===== src/rtl/line_draw_pkg.sv =====
// line_draw_pkg: shared FSM states, register offsets and status bit positions for the line drawer.
package line_draw_pkg;
  localparam logic [1:0] S_IDLE  = 2'd0;
  localparam logic [1:0] S_LOAD  = 2'd1;
  localparam logic [1:0] S_ORDER = 2'd2;
  localparam logic [1:0] S_DRAW  = 2'd3;
  localparam logic [2:0] OFF_START = 3'd0;
  localparam logic [2:0] OFF_X0    = 3'd1;
  localparam logic [2:0] OFF_Y0    = 3'd2;
  localparam logic [2:0] OFF_X1    = 3'd3;
  localparam logic [2:0] OFF_Y1    = 3'd4;
  localparam logic [2:0] OFF_COLOR = 3'd5;
  localparam int ST_BUSY = 0;
  localparam int ST_DONE = 1;
endpackage


===== src/rtl/line_draw_engine.sv =====
// line_draw_engine: Bresenham FSM and datapath emitting one pixel per accepted cycle.
module line_draw_engine
  import line_draw_pkg::*;
#(
  parameter int XW = 8,
  parameter int YW = 7,
  parameter int CW = 3
) (
  input  logic          clk,
  input  logic          rst_n,
  input  logic          start,
  input  logic [XW-1:0] x0,
  input  logic [YW-1:0] y0,
  input  logic [XW-1:0] x1,
  input  logic [YW-1:0] y1,
  input  logic [CW-1:0] color,
  output logic [XW-1:0] plot_x,
  output logic [YW-1:0] plot_y,
  output logic [CW-1:0] plot_color,
  output logic          plot_we,
  input  logic          plot_ready,
  output logic          busy,
  output logic          done
);
  localparam int N = XW > YW ? XW : YW;
  localparam int E = N + 2;
  logic [1:0] state;
  logic steep, ystep_up, stp, sw;
  logic [N-1:0] ex0, ey0, ex1, ey1, adx, ady;
  logic [N-1:0] ax0, ay0, ax1, ay1, ox0, oy0, ox1, oy1, odx, ody;
  logic [N-1:0] x, y, xe, dx, dy;
  logic [CW-1:0] col;
  logic signed [E-1:0] err, err_n;
  always_comb begin
    ex0 = N'(x0);
    ey0 = N'(y0);
    ex1 = N'(x1);
    ey1 = N'(y1);
    adx = ex1 > ex0 ? ex1 - ex0 : ex0 - ex1;
    ady = ey1 > ey0 ? ey1 - ey0 : ey0 - ey1;
    stp = ady > adx;
    sw  = ax0 > ax1;
    ox0 = sw ? ax1 : ax0;
    oy0 = sw ? ay1 : ay0;
    ox1 = sw ? ax0 : ax1;
    oy1 = sw ? ay0 : ay1;
    odx = ox1 - ox0;
    ody = oy1 > oy0 ? oy1 - oy0 : oy0 - oy1;
    err_n = err + $signed({2'b00, dy});
  end
  assign plot_x     = steep ? XW'(y) : XW'(x);
  assign plot_y     = steep ? YW'(x) : YW'(y);
  assign plot_color = col;
  assign plot_we    = state == S_DRAW;
  assign busy       = state != S_IDLE;
  always_ff @(posedge clk or negedge rst_n) begin
    if (!rst_n) begin
      state    <= S_IDLE;
      done     <= 1'b0;
      steep    <= 1'b0;
      ystep_up <= 1'b0;
      ax0      <= '0;
      ay0      <= '0;
      ax1      <= '0;
      ay1      <= '0;
      x        <= '0;
      y        <= '0;
      xe       <= '0;
      dx       <= '0;
      dy       <= '0;
      col      <= '0;
      err      <= '0;
    end else begin
      case (state)
        S_IDLE: if (start) begin
          state <= S_LOAD;
          done  <= 1'b0;
        end
        S_LOAD: begin
          steep <= stp;
          ax0   <= stp ? ey0 : ex0;
          ay0   <= stp ? ex0 : ey0;
          ax1   <= stp ? ey1 : ex1;
          ay1   <= stp ? ex1 : ey1;
          col   <= color;
          state <= S_ORDER;
        end
        S_ORDER: begin
          x        <= ox0;
          y        <= oy0;
          xe       <= ox1;
          dx       <= odx;
          dy       <= ody;
          ystep_up <= oy0 < oy1;
          err      <= -$signed({2'b00, odx >> 1});
          state    <= S_DRAW;
        end
        default: if (plot_ready) begin
          if (x == xe) begin
            state <= S_IDLE;
            done  <= 1'b1;
          end else begin
            x <= x + 1'b1;
            // the error term crossing zero is when the minor axis advances
            if (err_n >= 0) begin
              y   <= ystep_up ? y + 1'b1 : y - 1'b1;
              err <= err_n - $signed({2'b00, dx});
            end else begin
              err <= err_n;
            end
          end
        end
      endcase
    end
  end
endmodule


===== src/rtl/line_draw_mmio.sv =====
// line_draw_mmio: processor-facing decode, register file and registered status/readback port.
module line_draw_mmio
  import line_draw_pkg::*;
#(
  parameter logic [3:0] BASE = 4'h3,
  parameter int XW = 8,
  parameter int YW = 7,
  parameter int CW = 3
) (
  input  logic          Clock,
  input  logic          Resetn,
  input  logic [15:0]   ADDR,
  input  logic [15:0]   DOUT,
  input  logic          W,
  output logic [15:0]   RDATA,
  output logic [XW-1:0] plot_x,
  output logic [YW-1:0] plot_y,
  output logic [CW-1:0] plot_color,
  output logic          plot_we,
  input  logic          plot_ready,
  output logic          busy
);
  logic sel, wr, done, unused;
  logic [2:0] off;
  logic [XW-1:0] x0, x1;
  logic [YW-1:0] y0, y1;
  logic [CW-1:0] color;
  logic [15:0] status, rd;
  assign sel    = ADDR[15:12] == BASE;
  assign off    = ADDR[2:0];
  assign wr     = sel && W;
  assign unused = ^{ADDR[11:3], DOUT};
  always_comb begin
    status = '0;
    status[ST_BUSY] = busy;
    status[ST_DONE] = done;
    rd = off == OFF_START ? status :
         off == OFF_X0    ? 16'(x0) :
         off == OFF_Y0    ? 16'(y0) :
         off == OFF_X1    ? 16'(x1) :
         off == OFF_Y1    ? 16'(y1) :
         off == OFF_COLOR ? 16'(color) : '0;
  end
  always_ff @(posedge Clock or negedge Resetn) begin
    if (!Resetn) begin
      x0    <= '0;
      y0    <= '0;
      x1    <= '0;
      y1    <= '0;
      color <= '0;
      RDATA <= '0;
    end else begin
      if (wr && off == OFF_X0) x0 <= DOUT[XW-1:0];
      if (wr && off == OFF_Y0) y0 <= DOUT[YW-1:0];
      if (wr && off == OFF_X1) x1 <= DOUT[XW-1:0];
      if (wr && off == OFF_Y1) y1 <= DOUT[YW-1:0];
      if (wr && off == OFF_COLOR) color <= DOUT[CW-1:0];
      if (sel) RDATA <= rd;
    end
  end
  line_draw_engine #(.XW(XW), .YW(YW), .CW(CW)) u_engine (
    .clk(Clock),
    .rst_n(Resetn),
    .start(wr && off == OFF_START),
    .x0(x0),
    .y0(y0),
    .x1(x1),
    .y1(y1),
    .color(color),
    .plot_x(plot_x),
    .plot_y(plot_y),
    .plot_color(plot_color),
    .plot_we(plot_we),
    .plot_ready(plot_ready),
    .busy(busy),
    .done(done)
  );
endmodule


===== config.mk =====
export PLATFORM = sky130hd
export DESIGN_NAME = line_draw_mmio
export DESIGN_NICKNAME = d
export VERILOG_FILES = /design/src/rtl/line_draw_pkg.sv /design/src/rtl/line_draw_engine.sv /design/src/rtl/line_draw_mmio.sv
export SDC_FILE = /design/constraint.sdc
export NUM_CORES = 1
export LEC_CHECK = 0
export CORE_UTILIZATION = 35
export DETAILED_ROUTE_END_ITERATION = 10
export PLACE_DENSITY = 0.48
export SLEW_MARGIN = 15
export SYNTH_ARGS = -nofsm -noshare
export SYNTH_HDL_FRONTEND = slang
export SYNTH_SLANG_ARGS = --single-unit

===== constraint.sdc =====
create_clock -name Clock -period 7.8 [get_ports Clock]
set_input_delay 0.78 -clock Clock [delete_from_list [all_inputs] [get_ports Clock]]
set_output_delay 0.78 -clock Clock [all_outputs]
set_load 0.03 [all_outputs]

==> flow_summary_export.csv, run 1 <==
group,metric,value,unit
clocking,cts_buffer_depth,2,
routing,drcViolationCount,0,
setup_path,worst-path-buf-inv,3,
sta,worst_pin_slew,0.965,ns
synth,synthCells,1218,
routing,num_vias,8755,
setup_path,arrival,5.92,ns
floorplanning,pin_count,72,
floorplanning,die_h,174,um
setup_path,worstSetupEndpoint,"u_engine.ay0[3]",
placed_design,placed_cells,1597,
sta,setup_viol,0,
synth,synth_top_area_cell,"dfrtp_1",
sta,drv_slew,0,
routing,drt-total-wl,29.9,mm
floorplanning,die_x,174,um
global_routing,grt_overflow,0,
placed_design,globalplace.congestion,0.861,
setup_path,r2r-start,"x1[0]",
setup_path,cp.depth,21,
setup_path,reg2regPathDepth,21,
synth,synth_seq_area_share,31.8,%
floorplanning,core,0.0289,mm^2
placed_design,numPortBuffers,46,
synth,yosysUniqueCellTypes,74,
sta,max_freq,177,MHz
routing,ant_nets,0,
global_routing,grt_pass1_vias,8416,
layout,post_layout_nonfiller_instances,1629,
layout,nets,1351,
layout,syn_to_final_growth,13.1,%
clocking,cts.sinks,131,
layout,largest_register_ffs,10,
sta,finalCritPeriodShare,72.4,%
setup_path,max_stage_delay,0.69,ns
clocking,cts_buffers,17,
clocking,cts.reportedPaths.clkPinSlew,0.07,ns
synth,netlist_top_cells_count,"dfrtp_1 (131), nor2_1 (109), a21oi_1 (107)",
clocking,cts_tree,"done",
routing,dr.pass1.iters,5,
clocking,ctsHtreeMaxLevel,4,
setup_path,critPathMaxFanout,23,
setup_path,crit_chain,"inv_1 > ha_1 > inv_1 > fa_1 > a21o_1 > a21oi_1 > o22ai_1 > o22a_1 > mux2i_1 > a221oi_1 > o21ai_0 > a21boi_0 > o21ai_0 > xnor2_1 > ha_1 > nand4_1 > o21bai_1 > a22oi_2 > buf_4 > mux2i_1 > a21oi_1",
setup_path,crit_family,"compound AO/OA/AOI/OAI gates",
routing,wl_per_cell,18.3,um
setup_path,r2r_end,"u_engine.ay0[3]",
sta,min_period,5.65,ns
setup_path,reg2reg_slack,2.15,ns
flow_run,maxCapViolCount,0,
layout,regMostFlops,"u_engine.err",
worst_hold_path,hp-class,"in -> async",
synth,yosysTopAreaCellShare,31.8,%
clocking,cts_hold_buf,0,
floorplanning,dieArea,0.0302,mm^2
clocking,post_cts_buffers,0,
synth,ys_ff_latch,131,
clocking,cts_root_buffer,"clkbuf_16",
setup_path,cp-end-kind,"flop",
layout,fin_area,0.0117,mm^2
sta,hold_ws,0.365,ns
run_status,status,"completed",
floorplanning,start_util,35.7,%
global_routing,antenna_found_initial,0,
sta,relSlewSlack,35.7,%
floorplanning,rows,62,
setup_path,crit_start,"x1[0]",
sta,tns,0,ns
clocking,cts_resized,0,
synth,yosys-top-cells-area,"dfrtp_1 (32%), ha_1 (9.2%), mux2_2 (5.9%)",
layout,drive_gt1_share,9.00,%
synth,yosysMostFrequentCell,"dfrtp_1",
global_routing,grt_pass1_wl,48.0,mm
synth,synth_async_sr_flop_share,100,%
setup_path,cp.required,8.07,ns
layout,n_antenna_cell,0,
setup_path,slowest_stage,"a22oi_2",
synth,synth_edf_count,0,
sta,skew,0.0115,ns
global_routing,grt_usage,20.4,%
synth,avgSynthCellArea,8.47,um^2
setup_path,start_kind,"flop",
synth,syn_area,0.0103,mm^2
routing,first_iter_violations,623,
synth,yosysWarnings,0,
sta,rsz0062_at_grt,"false",
placed_design,placed_area,0.0111,mm^2
routing,routed_via_density,5.37,
clocking,clock_latency,0.43,ns
sta,hold_violations,0,
synth,synthFlopType,"dfrtp_1",
setup_path,critPathKind,"reg -> reg",
global_routing,grt_max_degree,82,
placed_design,dp_hpwl,22.4,mm
[cells in the final DEF (no fill, tap or decap), types with 17 or more instances in the layout]
cell	instances
xnor2_1	26
nand2_1	102
a21oi_1	107
ha_1	74
clkdlybuf4s50_1	45
nand3_1	22
xor2_1	24
nor2_1	108
nor2b_1	19
o21ai_0	92
inv_1	95
mux2_2	54
clkbuf_16	17
mux2i_1	45
dfrtp_1	131
[worst register-to-register path: stages (launching register included)]
cell and delay, ns:
dfrtp_1 0.44, inv_1 0.09, ha_1 0.14, inv_1 0.06, fa_1 0.37, a21o_1 0.17
a21oi_1 0.20, o22ai_1 0.11, o22a_1 0.38, mux2i_1 0.19, a221oi_1 0.37, o21ai_0 0.15
a21boi_0 0.28, o21ai_0 0.17, xnor2_1 0.17, ha_1 0.30, nand4_1 0.10, o21bai_1 0.18
a22oi_2 0.69, buf_4 0.48, mux2i_1 0.32, a21oi_1 0.10
[through the flow]
stage	util, %	setup WS [ns]
finish	40.4	2.15
global route	40.4	1.65
CTS	40.4	2.08
detailed placement	38.4	2.09
global placement	38.4	2.17
floorplan	-	2.68
[worst min path at each step]
stage                          from         endpoint  slack, ns  depth (start not counted)
CTS                          Resetn   u_engine.dx[4]       0.42                          1
global route                 Resetn   u_engine.dx[4]       0.43                          1
finish                       Resetn   u_engine.dx[4]       0.37                          1
floorplan            u_engine.dx[5]   u_engine.dx[5]       0.45                          2
detailed placement   u_engine.dx[5]   u_engine.dx[5]       0.47                          2
global placement    u_engine.err[4]  u_engine.err[4]       0.47                          2
[cell type report]
| type | count | area [um^2] |
|---|---|---|
| Fill cell | 2977 | 17200 |
| Multi-Input combinational cell | 931 | 6430 |
| Timing Repair Buffer | 55 | 529 |
| Sequential cell | 131 | 3280 |
| Tap cell | 384 | 480 |
| Inverter | 96 | 360 |
| Clock inverter | 13 | 138 |
| Clock buffer | 19 | 453 |
[logic make-up (layout without fill, tap and decap cells)]
kind of cell | count (synthesis) | in the layout | synth area share [%]
DFF | 131 | 131 | 31.8
buffers and inverters | 163 | 183 | 6.29
xor gates and xnor gates | 50 | 50 | 4.24
muxes | 99 | 99 | 10.3
adders and majority gates | 89 | 89 | 11.2
and+or+nand+nor | 329 | 329 | 14.6
AOI/OAI and AO/OA | 356 | 356 | 21.6
other | 1 | 8 | 0.0364
[metal layers]
layer	vias to the layer above	GRT usage [%]	routed length, um
li1	4365	-	-
met4	0	4.42	321
met5	-	0	0
met1	4213	28.6	14600
met2	162	33.3	14000
met3	15	2.74	875
Power of run 1 is left out: the tool's default activity adds up to more than one toggle a clock period on the data nets, which glitch-free logic cannot reach.
==> run 2: changes to the inputs <==
==> constraint.sdc (replaced) <==
create_clock -name Clock -period 5.84 [get_ports Clock]
set_input_delay 0.584 -clock Clock [delete_from_list [all_inputs] [get_ports Clock]]
set_output_delay 0.584 -clock Clock [all_outputs]
set_load 0.03 [all_outputs]
==> run 2 against run 1 <==
  * Critical path depth stayed put
  * Register-to-register slack lost 1.3 ns
  * Via count shrank 0.17%
  * Die area unchanged
  * Clock skew is 0.0018 ns higher
  * Count of clock-buffer cells in the layout shrank 2
  * First-iteration DRC count shrank 14%
  * Critical endpoint is now u_engine.ax1[5]
==> flow_summary_export.csv, run 2 (synthesized netlist as in run 1, its figures left out) <==
group,metric,value,unit
global_routing,grt_usage,20.8,%
clocking,cts.sinks,131,
sta,drv_slew,0,
run_status,status,"completed",
layout,largest_register_ffs,10,
clocking,ctsHtreeMaxLevel,4,
clocking,clock_latency,0.44,ns
layout,nets,1352,
routing,ant_nets,0,
floorplanning,dieArea,0.0302,mm^2
sta,min_period,5.02,ns
setup_path,critPathMaxFanout,33,
layout,n_antenna_cell,0,
global_routing,busiest_layer,"met2",
setup_path,cp-end-kind,"flop",
sta,finalCritPeriodShare,86.0,%
global_routing,grt_overflow,0,
sta,max_freq,199,MHz
sta,skew,0.0133,ns
setup_path,start_kind,"flop",
floorplanning,core,0.0289,mm^2
setup_path,cp.required,6.13,ns
placed_design,globalplace.congestion,0.878,
clocking,cts_hold_buf,0,
worst_hold_path,hp-class,"in -> async",
layout,regMostFlops,"u_engine.err",
routing,first_iter_violations,533,
clocking,cts_tree,"done",
placed_design,dp_hpwl,22.6,mm
clocking,cts.reportedPaths.clkPinSlew,0.07,ns
sta,hold_violations,0,
floorplanning,rows,62,
clocking,cts_buffer_depth,2,
routing,drt-total-wl,30.3,mm
setup_path,slowest_stage,"buf_4",
global_routing,grt_max_degree,90,
global_routing,grt_util_met3,3.20,%
layout,drive_gt1_share,9.07,%
sta,relSlewSlack,35.5,%
setup_path,max_stage_delay,0.48,ns
global_routing,grt_pass1_wl,48.8,mm
layout,layout_common_cells,"dfrtp_1 (131), nor2_1 (108), a21oi_1 (107)",
floorplanning,pin_count,72,
clocking,cts_resized,0,
layout,syn_to_final_growth,13.2,%
global_routing,use_met1,28.1,%
placed_design,numPortBuffers,46,
global_routing,antenna_found_initial,0,
sta,setup_viol,0,
routing,num_vias,8740,
routing,drcViolationCount,0,
clocking,cts_buffers,17,
setup_path,crit_family,"compound AO/OA/AOI/OAI gates",
routing,dr.pass1.iters,5,
setup_path,worst-path-buf-inv,3,
floorplanning,die_x,174,um
setup_path,critPathKind,"reg -> reg",
sta,rsz0062_at_grt,"false",
flow_run,maxCapViolCount,0,
clocking,post_cts_buffers,0,
global_routing,met2_usage,34.7,%
routing,routed_via_density,5.36,
floorplanning,start_util,35.7,%
floorplanning,die_h,174,um
sta,worst_pin_slew,0.967,ns
global_routing,grt_pass1_vias,8637,
routing,wl_per_cell,18.6,um
layout,layout.cells.most_common,"dfrtp_1",
setup_path,arrival,5.31,ns
clocking,cts_root_buffer,"clkbuf_16",
setup_path,crit_chain,"inv_1 > ha_1 > inv_1 > fa_1 > a21o_1 > a21oi_1 > o22ai_1 > o22a_1 > mux2i_1 > a221oi_1 > o21ai_0 > a21boi_0 > o21ai_0 > xnor2_1 > ha_1 > nand4_1 > o21bai_1 > a22oi_2 > buf_4 > mux2i_1 > a21oi_1",
sta,tns,0,ns
## run 2: cell type report
class                           count  area [um^2]
Inverter                           96          360
Clock inverter                     15          160
Timing Repair Buffer               56          537
Multi-Input combinational cell    931         6430
Fill cell                        2978        17200
Clock buffer                       17          425
Tap cell                          384          480
Sequential cell                   131         3280
## run 2: worst paths after layout
check	startpoint	end	slack, ns	depth (start not counted)
hold / removal	Resetn	u_engine.dx[4]	0.20	1
setup reg to reg	x1[0]	u_engine.ax1[5]	0.82	21
min in group Clock	u_engine.err[4]	u_engine.err[4]	0.49	2
max in group asynchronous	Resetn	u_engine.ax1[5]	4.49	2
setup / recovery	x1[0]	u_engine.ax1[5]	0.82	21
hold reg to reg	u_engine.err[4]	u_engine.err[4]	0.49	2
## run 2: metal layers
| layer | wire (um) | vias to the layer above |
|---|---|---|
| met5 | 0 | - |
| met4 | 368 | 0 |
| met3 | 973 | 24 |
| met2 | 14400 | 140 |
| met1 | 14600 | 4216 |
| li1 | - | 4360 |
## run 2: metrics by stage
step,hold slack (ns),worst slack (ns),cell area (um^2),instances,util [%]
detailed placement,0.481,0.767,11100,1598,38.4
global placement,0.474,0.847,11100,1598,38.4
global route,0.287,0.309,11700,1630,40.5
CTS,0.271,0.739,11700,1630,40.5
floorplan,0.288,0.724,10300,1225,-
finish,0.199,0.817,11700,1630,40.5
Power of run 2 is left out for the same reason.
==> run 3: changes to the inputs <==
--- a/config.mk
+++ b/config.mk
@@ -5,7 +5,10 @@
 export SDC_FILE = /design/constraint.sdc
 export NUM_CORES = 1
 export LEC_CHECK = 0
+export ABC_AREA = 1
+export CORE_ASPECT_RATIO = 1.2
 export CORE_UTILIZATION = 35
+export CTS_CLUSTER_SIZE = 24
 export DETAILED_ROUTE_END_ITERATION = 10
 export PLACE_DENSITY = 0.48
 export SLEW_MARGIN = 15
==> run 3 against run 2 <==
  * Die area shrank 1.5%
  * First-iteration DRC count shrank 0.56%
  * Count of clock-buffer cells in the layout grew 1
  * Worst hold slack gained 0.0044 ns
  * Wire length shrank 1.2%
  * Sequential share of layout area grew 0.48 points
  * Clock skew is essentially flat
  * Fmax grew 9.6%
  * Critical path depth grew 3
  * Register-to-register slack gained 0.44 ns
  * Setup slack gained 0.44 ns
  * Critical path type unchanged
==> flow_summary_export.csv, run 3 <==
group,metric,value,unit
run_status,status,"completed",
synth,yosysUniqueCellTypes,54,
routing,met1_length,13.4,mm
synth,synth_xor_area_share,4.48,%
layout,layout.cells.most_common,"nand2_1",
layout,largest_register_ffs,10,
placed_design,numPortBuffers,46,
sta,min_period,4.58,ns
sta,setup_viol,0,
synth,yosysTopAreaCellShare,32.3,%
global_routing,grt_overflow,0,
synth,synthMuxAreaShare,0.0986,%
sta,relSlewSlack,16.8,%
clocking,cts_hold_buf,0,
setup_path,worst-path-buf-inv,3,
global_routing,antenna_found_initial,0,
synth,ys_ff_latch,131,
setup_path,crit_family,"simple AND/OR/NAND/NOR gates",
layout,regArea,0.00328,mm^2
synth,synth_top_family_by_area,"simple AND/OR/NAND/NOR gates",
synth,synthFlopType,"dfrtp_1",
setup_path,max_stage_delay,0.49,ns
routing,first_iter_violations,530,
clocking,cts.reportedPaths.clkPinSlew,0.06,ns
sta,skew,0.0129,ns
clocking,clock_latency,0.43,ns
routing,num_vias,9176,
synth,avgSynthCellArea,7.24,um^2
layout,syn_to_final_growth,13.0,%
synth,synth_async_sr_flop_share,100,%
floorplanning,pin_count,72,
sta,finalCritPeriodShare,78.5,%
sta,worst_pin_slew,1.24,ns
routing,routed-wl-met3,878,um
routing,dr.pass1.iters,6,
setup_path,reg2regPathDepth,24,
setup_path,cpMostUsedCell,"nand2_1",
synth,synth-compound-area-share,19.8,%
sta,max_freq,218,MHz
setup_path,slowest_stage,"o21ai_0",
layout,layout_common_cells,"nand2_1 (317), o21ai_0 (189), inv_1 (182)",
layout,n_antenna_cell,0,
synth,netlist_top_cells_count,"nand2_1 (317), o21ai_0 (189), inv_1 (182)",
clocking,ctsHtreeMaxLevel,4,
synth,synth_top_area_cell,"dfrtp_1",
setup_path,arrival,4.85,ns
setup_path,cp-end-kind,"flop",
clocking,cts_tree,"done",
clocking,cts_resized,0,
synth,syn_area,0.0102,mm^2
global_routing,grt_pass1_vias,9103,
routing,wl_per_cell,16.5,um
setup_path,cp.depth,24,
setup_path,crit_chain,"inv_1 > ha_1 > nand2_1 > nor3_1 > nand2_1 > o311ai_0 > nand2_1 > inv_1 > nand2_1 > and2_1 > o22ai_1 > nand2_1 > a21oi_1 > nor2_1 > xor2_1 > ha_1 > nand2_1 > nor2_1 > nand2_1 > o211ai_1 > nand2_1 > buf_4 > o21ai_0 > o21ai_0",
floorplanning,start_util,35.9,%
routing,drcViolationCount,0,
sta,rsz0062_at_grt,"false",
global_routing,grt_pass1_wl,49.0,mm
synth,synthSimpleGateAreaFrac,22.7,%
global_routing,grt_usage,21.6,%
sta,drv_slew,0,
worst_hold_path,hp-class,"in -> async",
layout,fillerInstances,3015,
floorplanning,dieArea,0.0297,mm^2
layout,nets,1549,
sta,hold_violations,0,
routing,routed_via_density,5.04,
synth,synthCells,1402,
synth,synth_edf_count,0,
routing,drt-total-wl,30.0,mm
routing,wl_met2,14.9,mm
setup_path,critPathKind,"reg -> reg",
layout,drive_gt1_share,7.70,%
floorplanning,rows,67,
synth,synth_seq_area_share,32.3,%
floorplanning,die_h,189,um
clocking,cts_buffer_depth,2,
clocking,cts.sinks,131,
clocking,cts_root_buffer,"clkbuf_16",
flow_run,maxCapViolCount,0,
setup_path,cp.required,6.11,ns
layout,regMostFlops,"u_engine.err",
routing,top_layer_used,"met4",
synth,synth_adder_area_share,10.7,%
floorplanning,core,0.0283,mm^2
setup_path,critPathMaxFanout,18,
setup_path,start_kind,"flop",
global_routing,grt_max_degree,85,
placed_design,globalplace.congestion,0.910,
synth,yosysMostFrequentCell,"nand2_1",
floorplanning,die_x,158,um
routing,ant_nets,0,
clocking,cts_buffers,17,
sta,tns,0,ns
synth,yosys-top-cells-area,"dfrtp_1 (32%), nand2_1 (12%), ha_1 (9.4%)",
clocking,post_cts_buffers,0,
placed_design,dp_hpwl,23.2,mm
synth,yosysWarnings,0,
layout,multi_input_area,0.00591,mm^2
[run 3: metal layers]
metal	global-route usage (%)	up-vias
li1	-	4660
met1	27.2	4294
met2	37.5	178
met3	2.51	44
met4	8.07	0
met5	0	-
[run 3: path summary, 6_finish.rpt]
path | start | end | slack (ns)
hold / removal | Resetn | u_engine.xe[0] | 0.20
max in group asynchronous | Resetn | u_engine.dy[6] | 4.48
hold reg to reg | u_engine.dx[6] | u_engine.dx[6] | 0.49
setup reg to reg | x1[4] | u_engine.ay1[1] | 1.26
min in group Clock | u_engine.dx[6] | u_engine.dx[6] | 0.49
setup / recovery | x1[4] | u_engine.ay1[1] | 1.26
[run 3: cell type report]
cell class | instances | area share, %
Inverter | 191 | 6.27
Multi-Input combinational cell | 1035 | 51.5
Sequential cell | 131 | 28.6
Timing Repair Buffer | 54 | 4.55
Tap cell | 379 | 4.13
Clock buffer | 18 | 3.83
Clock inverter | 13 | 1.20
[run 3: logic make-up (layout without fill, tap and decap cells)]
| family | Yosys count | in the layout |
|---|---|---|
| fa+ha+maj | 83 | 83 |
| flops | 131 | 131 |
| buf+inv | 243 | 276 |
| xor+xnor | 52 | 52 |
| simple gates | 526 | 526 |
| other cells | 1 | 8 |
| compound gates | 365 | 365 |
| mux | 1 | 1 |
[run 3: metrics by stage]
stage	setup slack [ns]	instance area, um^2	cells	hold WS, ns	util [%]
floorplan	2.13	10200	1409	0.288	-
global placement	1.32	10900	1790	0.468	38.6
detailed placement	1.29	10900	1790	0.474	38.6
CTS	1.26	11500	1821	0.257	40.6
global route	0.767	11500	1821	0.284	40.6
finish	1.26	11500	1821	0.203	40.6
Power of run 3 is left out for the same reason.
